`src/rtl/serializer_gearbox.sv`:
```
// Parallel-to-serial gearbox: CHANNELS lanes of DIN_W-bit words out as OUT_W-bit slices per clock.
// Latency: slice 0 appears one cycle after the load edge (phase RATIO-1) that takes the word.
// Backpressure: one-word holding buffer; din_ready drops while it is full, except in the load phase.
module serializer_gearbox #(
  parameter int               DIN_W     = 10,
  parameter int               OUT_W     = 2,
  parameter int               CHANNELS  = 3,
  parameter int               MSB_FIRST = 0,
  parameter logic [DIN_W-1:0] IDLE_WORD = 10'b1101010100
) (
  input  logic                      clk,
  input  logic                      rst_n,
  input  logic [CHANNELS*DIN_W-1:0] din,
  input  logic                      din_valid,
  output logic                      din_ready,
  output logic [CHANNELS*OUT_W-1:0] dout,
  output logic                      dout_first,
  output logic                      underflow,
  input  logic                      underflow_clr
);

  localparam int RATIO = DIN_W / OUT_W;
  localparam int PH_W  = (RATIO > 1) ? $clog2(RATIO) : 1;
  localparam logic [PH_W-1:0] LAST_PH = PH_W'(RATIO - 1);

  logic [PH_W-1:0]           phase;
  logic [CHANNELS*DIN_W-1:0] sh;
  logic [CHANNELS*DIN_W-1:0] sh_shifted;
  logic [CHANNELS*DIN_W-1:0] hold;
  logic                      hold_valid;
  logic                      load;
  logic                      accept;
  logic [DIN_W-1:0]          lane_word;

  assign load       = (phase == LAST_PH);
  assign din_ready  = !hold_valid || load;
  assign accept     = din_valid && din_ready;
  assign dout_first = (phase == '0);

  // Per-lane shift toward the end being transmitted, plus slice extraction.
  always_comb begin
    sh_shifted = '0;
    dout       = '0;
    lane_word  = '0;
    for (int c = 0; c < CHANNELS; c++) begin
      lane_word = sh[c*DIN_W +: DIN_W];
      if (MSB_FIRST != 0) begin
        sh_shifted[c*DIN_W +: DIN_W] = lane_word << OUT_W;
        for (int k = 0; k < OUT_W; k++) begin
          dout[c*OUT_W + k] = lane_word[DIN_W-1-k];
        end
      end else begin
        sh_shifted[c*DIN_W +: DIN_W] = lane_word >> OUT_W;
        dout[c*OUT_W +: OUT_W]       = lane_word[OUT_W-1:0];
      end
    end
  end

  always_ff @(posedge clk or negedge rst_n) begin
    if (!rst_n) begin
      phase      <= '0;
      sh         <= {CHANNELS{IDLE_WORD}};
      hold       <= '0;
      hold_valid <= 1'b0;
      underflow  <= 1'b0;
    end else begin
      phase <= load ? '0 : phase + PH_W'(1);

      if (load) begin
        if (hold_valid) begin
          sh <= hold;
          if (accept) begin
            hold <= din;
          end else begin
            hold_valid <= 1'b0;
          end
        end else if (accept) begin
          sh <= din;
        end else begin
          sh <= {CHANNELS{IDLE_WORD}};
        end
      end else begin
        sh <= sh_shifted;
        if (accept) begin
          hold       <= din;
          hold_valid <= 1'b1;
        end
      end

      // A fresh underflow outranks a simultaneous clear so no event is lost.
      if (load && !hold_valid && !accept) begin
        underflow <= 1'b1;
      end else if (underflow_clr) begin
        underflow <= 1'b0;
      end
    end
  end

endmodule

```
`config.mk`:
```
export PLATFORM = sky130hd
export DESIGN_NAME = serializer_gearbox
export DESIGN_NICKNAME = d
export VERILOG_FILES = /design/src/rtl/serializer_gearbox.sv
export SDC_FILE = /design/constraint.sdc
export NUM_CORES = 1
export LEC_CHECK = 0
export BUFFER_PORTS_ARGS = -buffer_cell sky130_fd_sc_hd__buf_2
export CORE_UTILIZATION = 40
export DETAILED_ROUTE_END_ITERATION = 12
export PLACE_DENSITY_LB_ADDON = 0.3
export RECOVER_POWER = 100
export SLEW_MARGIN = 20
export SYNTH_ARGS = -nofsm -noshare
export SYNTH_HDL_FRONTEND = slang
export SYNTH_SLANG_ARGS = --single-unit
```
`constraint.sdc`:
```
create_clock -name clk -period 2.2 [get_ports clk]
set_input_delay 0.44 -clock clk [delete_from_list [all_inputs] [get_ports clk]]
set_output_delay 0.44 -clock clk [all_outputs]
set_load 0.01 [all_outputs]
```
==> results of run 1 <==
==> layer usage <==
layer	up-vias	GRT usage	wire (um)
met2	34	0.2196	2264
met3	9	0.05005	177
met1	859	0.2196	2539
li1	842	-	-
met4	0	0.07424	90
met5	-	0	0
==> per-stage QoR <==
step | setup slack, ns | hold WS, ns | util | std cells
global placement | 0.3377 | 0.4296 | 0.4521 | 343
floorplan | 0.5805 | 0.1444 | - | 219
global route | 0.03212 | 0.2630 | 0.4704 | 358
detailed placement | 0.2530 | 0.4393 | 0.4521 | 343
finish | 0.1106 | 0.2794 | 0.4704 | 358
CTS | 0.1235 | 0.1109 | 0.4808 | 358
==> kinds of logic (layout without fill, tap and decap cells) <==
| group | after synthesis | after routing | synth area share |
|---|---|---|---|
| buf+inv | 25 | 68 | 0.05340 |
| flops | 65 | 65 | 0.5852 |
| mux | 32 | 32 | 0.1718 |
| simple gates | 38 | 38 | 0.05607 |
| fa+ha+maj | 3 | 3 | 0.01246 |
| compound gates | 56 | 56 | 0.1211 |
==> sequential cells by signal (all words and copies together), names as in the netlist <==
name / cells
hold: 30
sh: 30
phase: 3
hold_valid: 1
underflow: 1
==> report_power, final <==
part / internal, uW / switching [uW]
Clock: 576 / 424
Sequential: 1310 / 54.1
Combinational: 183 / 141
==> worst max-delay path: cells and delay by family (launching register included) <==
family	cells	cell delay, ns
mux	2	0.59
flops	1	0.37
fa+ha+maj	1	0.24
buf+inv	2	0.66
simple gates	1	0.12
==> Yosys cell counts, drive strengths merged <==
cell	number
nand2	27
buf	17
clkbuf	4
mux2	30
a21oi	1
nor2b	2
nor2	6
o32ai	1
mux2i	2
dfstp	15
inv	4
ha	2
nand2b	2
and2	1
o21ai	24
dfrtp	50
o22ai	15
a22oi	15
maj3	1
==> how the worst max path moves through the flow <==
stage	startpoint	endpoint	slack, ns	cells past startpoint
after CTS	phase[0]	din_ready	0.12	6
after detailed placement	din_valid	sh[5]	0.25	4
after floorplan	phase[0]	hold[0]	0.58	6
after global placement	din_valid	sh[7]	0.34	4
final	phase[0]	hold[10]	0.11	6
after global routing	phase[0]	hold[2]	0.03	6
==> area by class of cell <==
type / instances / share of cell area
Clock buffer: 12 / 0.04855
Inverter: 4 / 0.004699
Sequential cell: 65 / 0.5149
Clock inverter: 3 / 0.01253
Multi-Input combinational cell: 129 / 0.3062
Timing Repair Buffer: 49 / 0.07557
Tap cell: 96 / 0.03759
==> flow_summary.json, run 1 <==
{
  "setup_viol": 0,
  "overflow": 0,
  "place.port_buffers": 42,
  "cp-end-kind": "register",
  "worst_hold_startpoint": "underflow_clr",
  "worstSkewPairLatency_ns": 0.33,
  "netlist_area_um2": 2811,
  "wl_um": 5072,
  "grt_usage": 0.1564,
  "p_per_area_nw_per_um2": 842.4,
  "coreArea_um2": 6794,
  "rows": 30,
  "drive_above_1_share": 0.3473,
  "post-route-period-util": 0.9497,
  "max_freq_ghz": 0.4786,
  "crit_path_top_delay_cell": "clkbuf_2",
  "detail_route.first_pass.iterations": 4,
  "r2r_end": "hold[10]",
  "gp_congestion": 0.7652,
  "critPathLaunchType": "register",
  "cts_sinks": 65,
  "finalInstanceArea_um2": 3196,
  "grt_max_degree": 66,
  "ff2ff_setup_slack_ns": 0.11,
  "crit_fanout": 19,
  "post-dp-hpwl_um": 3112,
  "synth_sequential_area_ratio": 0.5852,
  "avgViaCountPerCell": 4.872,
  "grt_antenna_before_repair": 0,
  "rsz0062_at_grt": "no",
  "place_area_um2": 3072,
  "drv_slew": 66,
  "grt_pass1_wl_um": 8694,
  "min_path_cells": 2,
  "clk_path_buf_depth": 2,
  "holdCritPathClass": "in2reg",
  "hold_violations": 0,
  "cts_resized": 0,
  "cts_tree": "yes",
  "diodes": 0,
  "dieArea_um2": 7368,
  "finalCriticalPeriod_ns": 2.089,
  "clk_pin_slew_worst_paths_ns": 0.07,
  "path_cells": "inv_1, ha_1, nand2_2, mux2i_4, clkbuf_2, mux2_4",
  "antenna_left": 0,
  "routedWlPerCell_um": 14.17,
  "hold_buffers": 0,
  "reg2regPathDepth": 6,
  "yosysTopAreaCell": "dfrtp_1",
  "vias": 1744,
  "avgSynthCellArea_um2": 12.84,
  "grt_pass1_vias": 1744,
  "netlist_top_cells_area": "dfrtp_1, mux2_4, dfstp_2, o21ai_0, a22oi_1",
  "r2r_start": "phase[0]",
  "cts.htree.levels": 3,
  "outcome": "complete, but fails checks",
  "root_buffer": "clkbuf_8",
  "ioPinCount": 43,
  "max_slew_margin": -0.04628,
  "ys_ff_latch": 65,
  "violations": "max-capacitance violations, max-slew violations",
  "synth_cell_type_count": 24,
  "hold-path-endpoint": "underflow",
  "synthesis.nets": 255,
  "p_total_uw": 2692,
  "max-cap-violations": 1,
  "tns_ns": 0,
  "drc": 0,
  "cts_buffers": 9,
  "path_class": "reg2reg",
  "synth_warnings": 0,
  "synth_cells": 219,
  "seqCellArea_um2": 1645,
  "multiInputGateArea_um2": 978.4,
  "irDropWorstVdd_v": 0.0006009,
  "drt_first_iter_violations": 130,
  "most-common-layout-cells": "dfrtp_1, buf_2, nand2_1",
  "final_common_cell": "dfrtp_1",
  "area_delta_synth_final_pct": 13.66,
  "synth_top_area_frac": 0.4450,
  "fill_cells": 650,
  "cts_setup_buffers": 0,
  "cp_data_required_time_ns": 2.41,
  "fp.dieH_um": 85.84,
  "initial_core_util": 0.4138,
  "layout.nets": 294,
  "dieWidth_um": 85.84,
  "crit_arrival_ns": 2.30,
  "skew_ns": 0.01033,
  "p_leak_uw": 0.001416,
  "max_stage_delay_ns": 0.61,
  "tightest_slew_ns": 1.569
}
(Power assumes the default switching activity.)
==> inputs of run 2 (changes only) <==
ABC_AREA = 1   (was default)
==> flow_summary.json, run 2 <==
{
  "yosysMostFrequentCell": "nand2_1",
  "synth_sequential_area_ratio": 0.5750,
  "cts_tree": "yes",
  "detail_route.first_pass.iterations": 4,
  "wl_met2_um": 2845,
  "synthesis.nets": 355,
  "final_core_util": 0.4723,
  "finalInstanceArea_um2": 3244,
  "tns_ns": 0,
  "swShare": 0.2880,
  "ys_ff_latch": 65,
  "wirelength_met1_um": 2965,
  "synthTopCellsByCount": "nand2_1, dfrtp_1, nor2_1, nand3_1, a21oi_1",
  "synth_xor_area_frac": 0.003061,
  "post-route-period-util": 0.8703,
  "synth_cell_type_count": 22,
  "most-common-layout-cells": "nand2_1, dfrtp_1, nor2_1",
  "p_leak_uw": 0.001623,
  "netlist_top_cells_area": "dfrtp_1, dfstp_2, nand2_1, nand3_1, a21oi_1",
  "grt_pass1_vias": 2144,
  "min_path_cells": 2,
  "diodes": 0,
  "irDropWorstVdd_v": 0.0004535,
  "cts_setup_buffers": 0,
  "place.port_buffers": 42,
  "synth_edf_count": 0,
  "synth_top_area_frac": 0.4373,
  "ioPinCount": 43,
  "setup_viol": 0,
  "tightest_slew_ns": 1.149,
  "layout.nets": 391,
  "finalCriticalPeriod_ns": 1.915,
  "grt_usage": 0.1871,
  "yosysTopAreaCell": "dfrtp_1",
  "crit_arrival_ns": 1.47,
  "cts.htree.levels": 3,
  "hold_violations": 0,
  "synth_cells": 319,
  "path_class": "reg2out",
  "hold-path-endpoint": "underflow",
  "rsz0062_at_grt": "no",
  "final_cells": 456,
  "p_per_area_nw_per_um2": 884.9,
  "synth_top_family_by_area": "simple AND/OR/NAND/NOR gates",
  "reg2regPathDepth": 8,
  "routedWlPerCell_um": 13.66,
  "dp.cells": 440,
  "holdCritPathClass": "in2reg",
  "reg_top3": "hold: 30 flops, sh: 30 flops, phase: 3 flops",
  "coreArea_um2": 6869,
  "max_freq_ghz": 0.5223,
  "gp_congestion": 0.6966,
  "ff2ff_setup_slack_ns": 0.43,
  "p_int_uw": 2044,
  "critPathLaunchType": "register",
  "cts_sinks": 65,
  "cts_resized": 0,
  "grt_antenna_before_repair": 0,
  "routed.top_layer": "met4",
  "fill_cells": 691,
  "avgSynthCellArea_um2": 8.970,
  "yosys.area_share.simple": 0.2335,
  "avgViaCountPerCell": 4.939,
  "vias": 2252,
  "rows": 30,
  "fp.dieH_um": 86.58,
  "outcome": "completed",
  "seq_power_share": 0.509,
  "hold_buffers": 0,
  "async_flop_share": 1.000,
  "r2r_end": "hold[24]",
  "area_delta_synth_final_pct": 13.38,
  "synth_compound_area_frac": 0.1028,
  "cp-end-kind": "primary output",
  "r2r_start": "phase[0]",
  "worstSkewPairLatency_ns": 0.33,
  "worst_hold_startpoint": "underflow_clr",
  "synth_ff_type": "dfrtp_1",
  "dieWidth_um": 86.58,
  "final_common_cell": "nand2_1",
  "skew_ns": 0.003812,
  "root_buffer": "clkbuf_8",
  "crit_fanout": 18,
  "power.switching_uw": 826.9,
  "netlist_area_um2": 2861,
  "overflow": 0,
  "max-cap-violations": 0,
  "cts_buffers": 9,
  "max_slew_margin": 0.2339,
  "dieArea_um2": 7496,
  "pwr-share-clk": 0.314,
  "antenna_left": 0,
  "cp_data_required_time_ns": 1.76,
  "synth_fa_ha_area_frac": 0.008745,
  "drive_above_1_share": 0.2194,
  "post-dp-hpwl_um": 3917,
  "routed-wl-met3_um": 275,
  "synth_warnings": 0,
  "drc": 0,
  "grt_max_degree": 47,
  "drt_first_iter_violations": 148,
  "initial_core_util": 0.4166,
  "place_area_um2": 3083,
  "clk_path_buf_depth": 2,
  "grt_pass1_wl_um": 10560,
  "synth_mux_area_frac": 0,
  "drv_slew": 0,
  "comb_power_share": 0.177,
  "wl_um": 6229,
  "fin_hold_ws_ns": 0.2902,
  "clk_pin_slew_worst_paths_ns": 0.07
}
[run 2: cell types whose count changed after synthesis, sizes merged, moves of 2 or more]
cell / previous run / this run
a21oi: 1 / 30
a22oi: 15 / 0
buf: 17 / 23
clkbuf: 4 / 2
inv: 4 / 9
mux2: 30 / 0
mux2i: 2 / 0
nand2: 27 / 88
nand2b: 2 / 0
nand3: 0 / 32
nor2: 6 / 40
nor2b: 2 / 0
o21ai: 24 / 26
o22ai: 15 / 1
[run 2: power groups by stage]
| stage | clock, uW | sequential [uW] | combinational [uW] |
|---|---|---|---|
| 2_1_floorplan | 0 | 1460 | 419 |
| 3_3_place_gp | 0 | 1480 | 512 |
| 3_5_place_dp | 0 | 1480 | 528 |
| 4_1_cts | 926 | 1460 | 529 |
| 5_1_grt | 982 | 1480 | 584 |
| 6_report | 901 | 1460 | 508 |
[run 2: final cells by class]
type | instances | area [um2] | area share
flip-flops and latches | 65 | 1645 | 0.5071
multi-input cells | 220 | 996.0 | 0.3070
repair buffers | 50 | 270.3 | 0.08330
clock buffers | 13 | 158.9 | 0.04898
well taps | 96 | 120.1 | 0.03702
inverters | 9 | 38.79 | 0.01196
clock inverters | 3 | 15.01 | 0.004628
[run 2: metrics by stage]
| step | setup WS, ns | power (uW) |
|---|---|---|
| global route | 0.1564 | 3046 |
| global placement | 0.4529 | 1989 |
| detailed placement | 0.4207 | 2009 |
| finish | 0.2853 | 2871 |
| CTS | 0.2718 | 2916 |
| floorplan | 0.8854 | 1881 |
[run 2: logic make-up after synthesis]
| logic type | after synthesis |
|---|---|
| adders and majority gates | 2 |
| xor gates and xnor gates | 1 |
| DFF | 65 |
| buffers and inverters | 34 |
| and+or+nand+nor | 160 |
| AOI/OAI and AO/OA | 57 |
[run 2: worst max-delay path: stages, from the launching register on]
cell and delay [ns]:
dfrtp_1 0.39, inv_1 0.06, ha_1 0.22, nand2_4 0.19, nand2_4 0.13, clkbuf_1 0.15
[run 2: routing by layer]
metal	track usage	vias up
li1	-	1095
met3	0.04190	11
met5	0	-
met4	0.09394	0
met1	0.2617	1092
met2	0.2742	54
[run 2: worst max-delay path by stage]
stage	from	end	slack, ns	cells after the start
2_1_floorplan	phase[0]	hold[10]	0.89	8
3_3_place_gp	phase[0]	hold[18]	0.45	8
3_5_place_dp	phase[0]	hold[24]	0.42	8
4_1_cts	phase[0]	din_ready	0.27	5
5_1_grt	phase[0]	din_ready	0.16	5
6_report	phase[0]	din_ready	0.29	5
==> inputs of run 3 (changes only) <==
--- a/config.mk
+++ b/config.mk
@@ -10,4 +10,5 @@
 export CORE_UTILIZATION = 40
 export DETAILED_ROUTE_END_ITERATION = 12
+export HOLD_SLACK_MARGIN = 0.15
 export PLACE_DENSITY_LB_ADDON = 0.3
 export RECOVER_POWER = 100
@@ -16,2 +17,3 @@
 export SYNTH_HDL_FRONTEND = slang
 export SYNTH_SLANG_ARGS = --single-unit
+export TNS_END_PERCENT = 100
==> constraint.sdc (replaced) <==
create_clock -name clk -period 2.2 [get_ports clk]
set_input_delay 0 -clock clk [delete_from_list [all_inputs] [get_ports clk]]
set_output_delay 0 -clock clk [all_outputs]
set_load 0.01 [all_outputs]
==> flow_summary.json, run 3 (synthesis gave the netlist of run 2 again) <==
{
  "dieWidth_um": 86.58,
  "max_slew_margin": -0.05107,
  "max_stage_delay_ns": 0.40,
  "routedWlPerCell_um": 13.57,
  "hold_violations": 0,
  "crit_path_top_delay_cell": "dfrtp_1",
  "dieArea_um2": 7496,
  "coreArea_um2": 6869,
  "post-route-period-util": 0.8844,
  "avgViaCountPerCell": 4.976,
  "holdCritPathClass": "in2reg",
  "skew_ns": 0.009865,
  "drv_slew": 66,
  "finalCriticalPeriod_ns": 1.946,
  "post-dp-hpwl_um": 3980,
  "outcome": "complete, but fails checks",
  "finalInstanceArea_um2": 3578,
  "rsz0062_at_grt": "no",
  "fp.dieH_um": 86.58,
  "final_common_cell": "nand2_1",
  "grt_antenna_before_repair": 0,
  "clk_path_buf_depth": 2,
  "initial_core_util": 0.4166,
  "clk_pin_slew_worst_paths_ns": 0.07,
  "cts_sinks": 65,
  "worstSkewPairLatency_ns": 0.34,
  "crit_fanout": 18,
  "area_delta_synth_final_pct": 25.05,
  "max_freq_ghz": 0.5139,
  "reg_top3": "hold: 30 flops, sh: 30 flops, phase: 3 flops",
  "irDropWorstVdd_v": 0.0003318,
  "place_area_um2": 3083,
  "drive_above_1_share": 0.1980,
  "grt_pass1_vias": 2360,
  "grt_usage": 0.1951,
  "max-cap-violations": 1,
  "violations": "max-capacitance violations, max-slew violations",
  "grt_max_degree": 66,
  "tightest_slew_ns": 1.577,
  "rows": 30,
  "most-common-layout-cells": "nand2_1, dfrtp_1, nor2_1",
  "cts_resized": 0,
  "path_cells": "inv_1, ha_1, nand2_4, nand2_1, nand3_2, buf_4, nand2_1, nand2_1",
  "gp_congestion": 0.7456,
  "dp.cells": 440,
  "cts.htree.levels": 3,
  "crit_arrival_ns": 2.16,
  "final_cells": 490,
  "p_per_area_nw_per_um2": 844.4,
  "place.port_buffers": 42,
  "drt_first_iter_violations": 190,
  "antenna_left": 0,
  "fin_hold_ws_ns": 0.1527,
  "drc": 0,
  "worst_hold_startpoint": "din_valid",
  "cp_data_required_time_ns": 2.42,
  "critPathLaunchType": "register",
  "diodes": 0,
  "setup_viol": 0,
  "ioPinCount": 43,
  "fill_cells": 669,
  "p_leak_uw": 0.001761,
  "layout.nets": 425,
  "path_common_cell": "nand2_1",
  "cp-end-kind": "register",
  "crit_buf_inv": 2,
  "cp_top_family": "simple AND/OR/NAND/NOR gates",
  "grt_pass1_wl_um": 11160,
  "cts_tree": "yes",
  "r2r_start": "phase[0]",
  "tns_ns": 0,
  "vias": 2438,
  "overflow": 0,
  "path_class": "reg2reg",
  "wl_um": 6650,
  "crit_start": "phase[0]",
  "cts_buffers": 9,
  "root_buffer": "clkbuf_8",
  "detail_route.first_pass.iterations": 4
}
==> run 3: cell count changes in the layout (fill, tap and decap cells not counted) <==
cell,change
buf_12,-1
buf_2,+2
buf_4,-1
bufinv_16,+1
clkbuf_2,+2
clkbuf_8,-1
clkinv_2,-3
clkinvlp_4,+1
dlygate4sd3_1,+34
nand2_1,+1
nand2_4,-1
==> run 3: routing by layer <==
metal | global-route usage | wire, um | vias to the layer above
met1 | 0.2569 | 3061 | 1185
met3 | 0.03905 | 300 | 13
li1 | - | - | 1164
met4 | 0.08030 | 132 | 0
met2 | 0.3167 | 3156 | 76
met5 | 0 | 0 | -
==> run 3: area by class of cell <==
type / count / area (um2) / share of cell area
Clock inverter: 2 / 37.54 / 0.01049
Tap cell: 96 / 120.1 / 0.03357
Multi-Input combinational cell: 220 / 988.4 / 0.2762
Sequential cell: 65 / 1645 / 0.4598
Clock buffer: 14 / 152.6 / 0.04266
Inverter: 9 / 38.79 / 0.01084
Timing Repair Buffer: 84 / 595.6 / 0.1664
==> run 3: worst reg2reg max path: stages, from the launching register on <==
cell	delay, ns
dfrtp_1	0.40
inv_1	0.07
ha_1	0.22
nand2_4	0.18
nand2_1	0.17
nand3_2	0.32
buf_4	0.34
nand2_1	0.08
nand2_1	0.05
==> run 3: path summary, 6_finish.rpt <==
path	endpoint	slack, ns	cells after the start
setup reg to reg	hold[2]	0.25	8
hold reg to reg	hold[28]	0.47	2
setup / recovery	hold[2]	0.25	8
hold / removal	sh[19]	0.15	4
max in group asynchronous	phase[1]	0.57	3
min in group asynchronous	sh[21]	0.66	3
==> run 3: metrics by stage <==
stage	total power [uW]	utilization	setup WS, ns
2_1_floorplan	1881	-	0.8854
3_3_place_gp	1994	0.4488	0.4221
3_5_place_dp	2014	0.4488	0.3213
4_1_cts	3056	0.5260	0.3118
5_1_grt	3176	0.5209	0.08346
6_report	3022	0.5209	0.2543
==> run 3: repair_timing <==
action                                 4_1_cts  5_1_grt
endpoints found under the hold margin      126        0
buffers inserted                             0        0
hold buffers                                34        0
==> run 3: where the power goes <==
part | switching, uW | leakage, uW | internal, uW
registers | 85.0 | 0.000791 | 1380
logic | 319 | 0.000879 | 233
clock network | 443 | 0.0000909 | 557
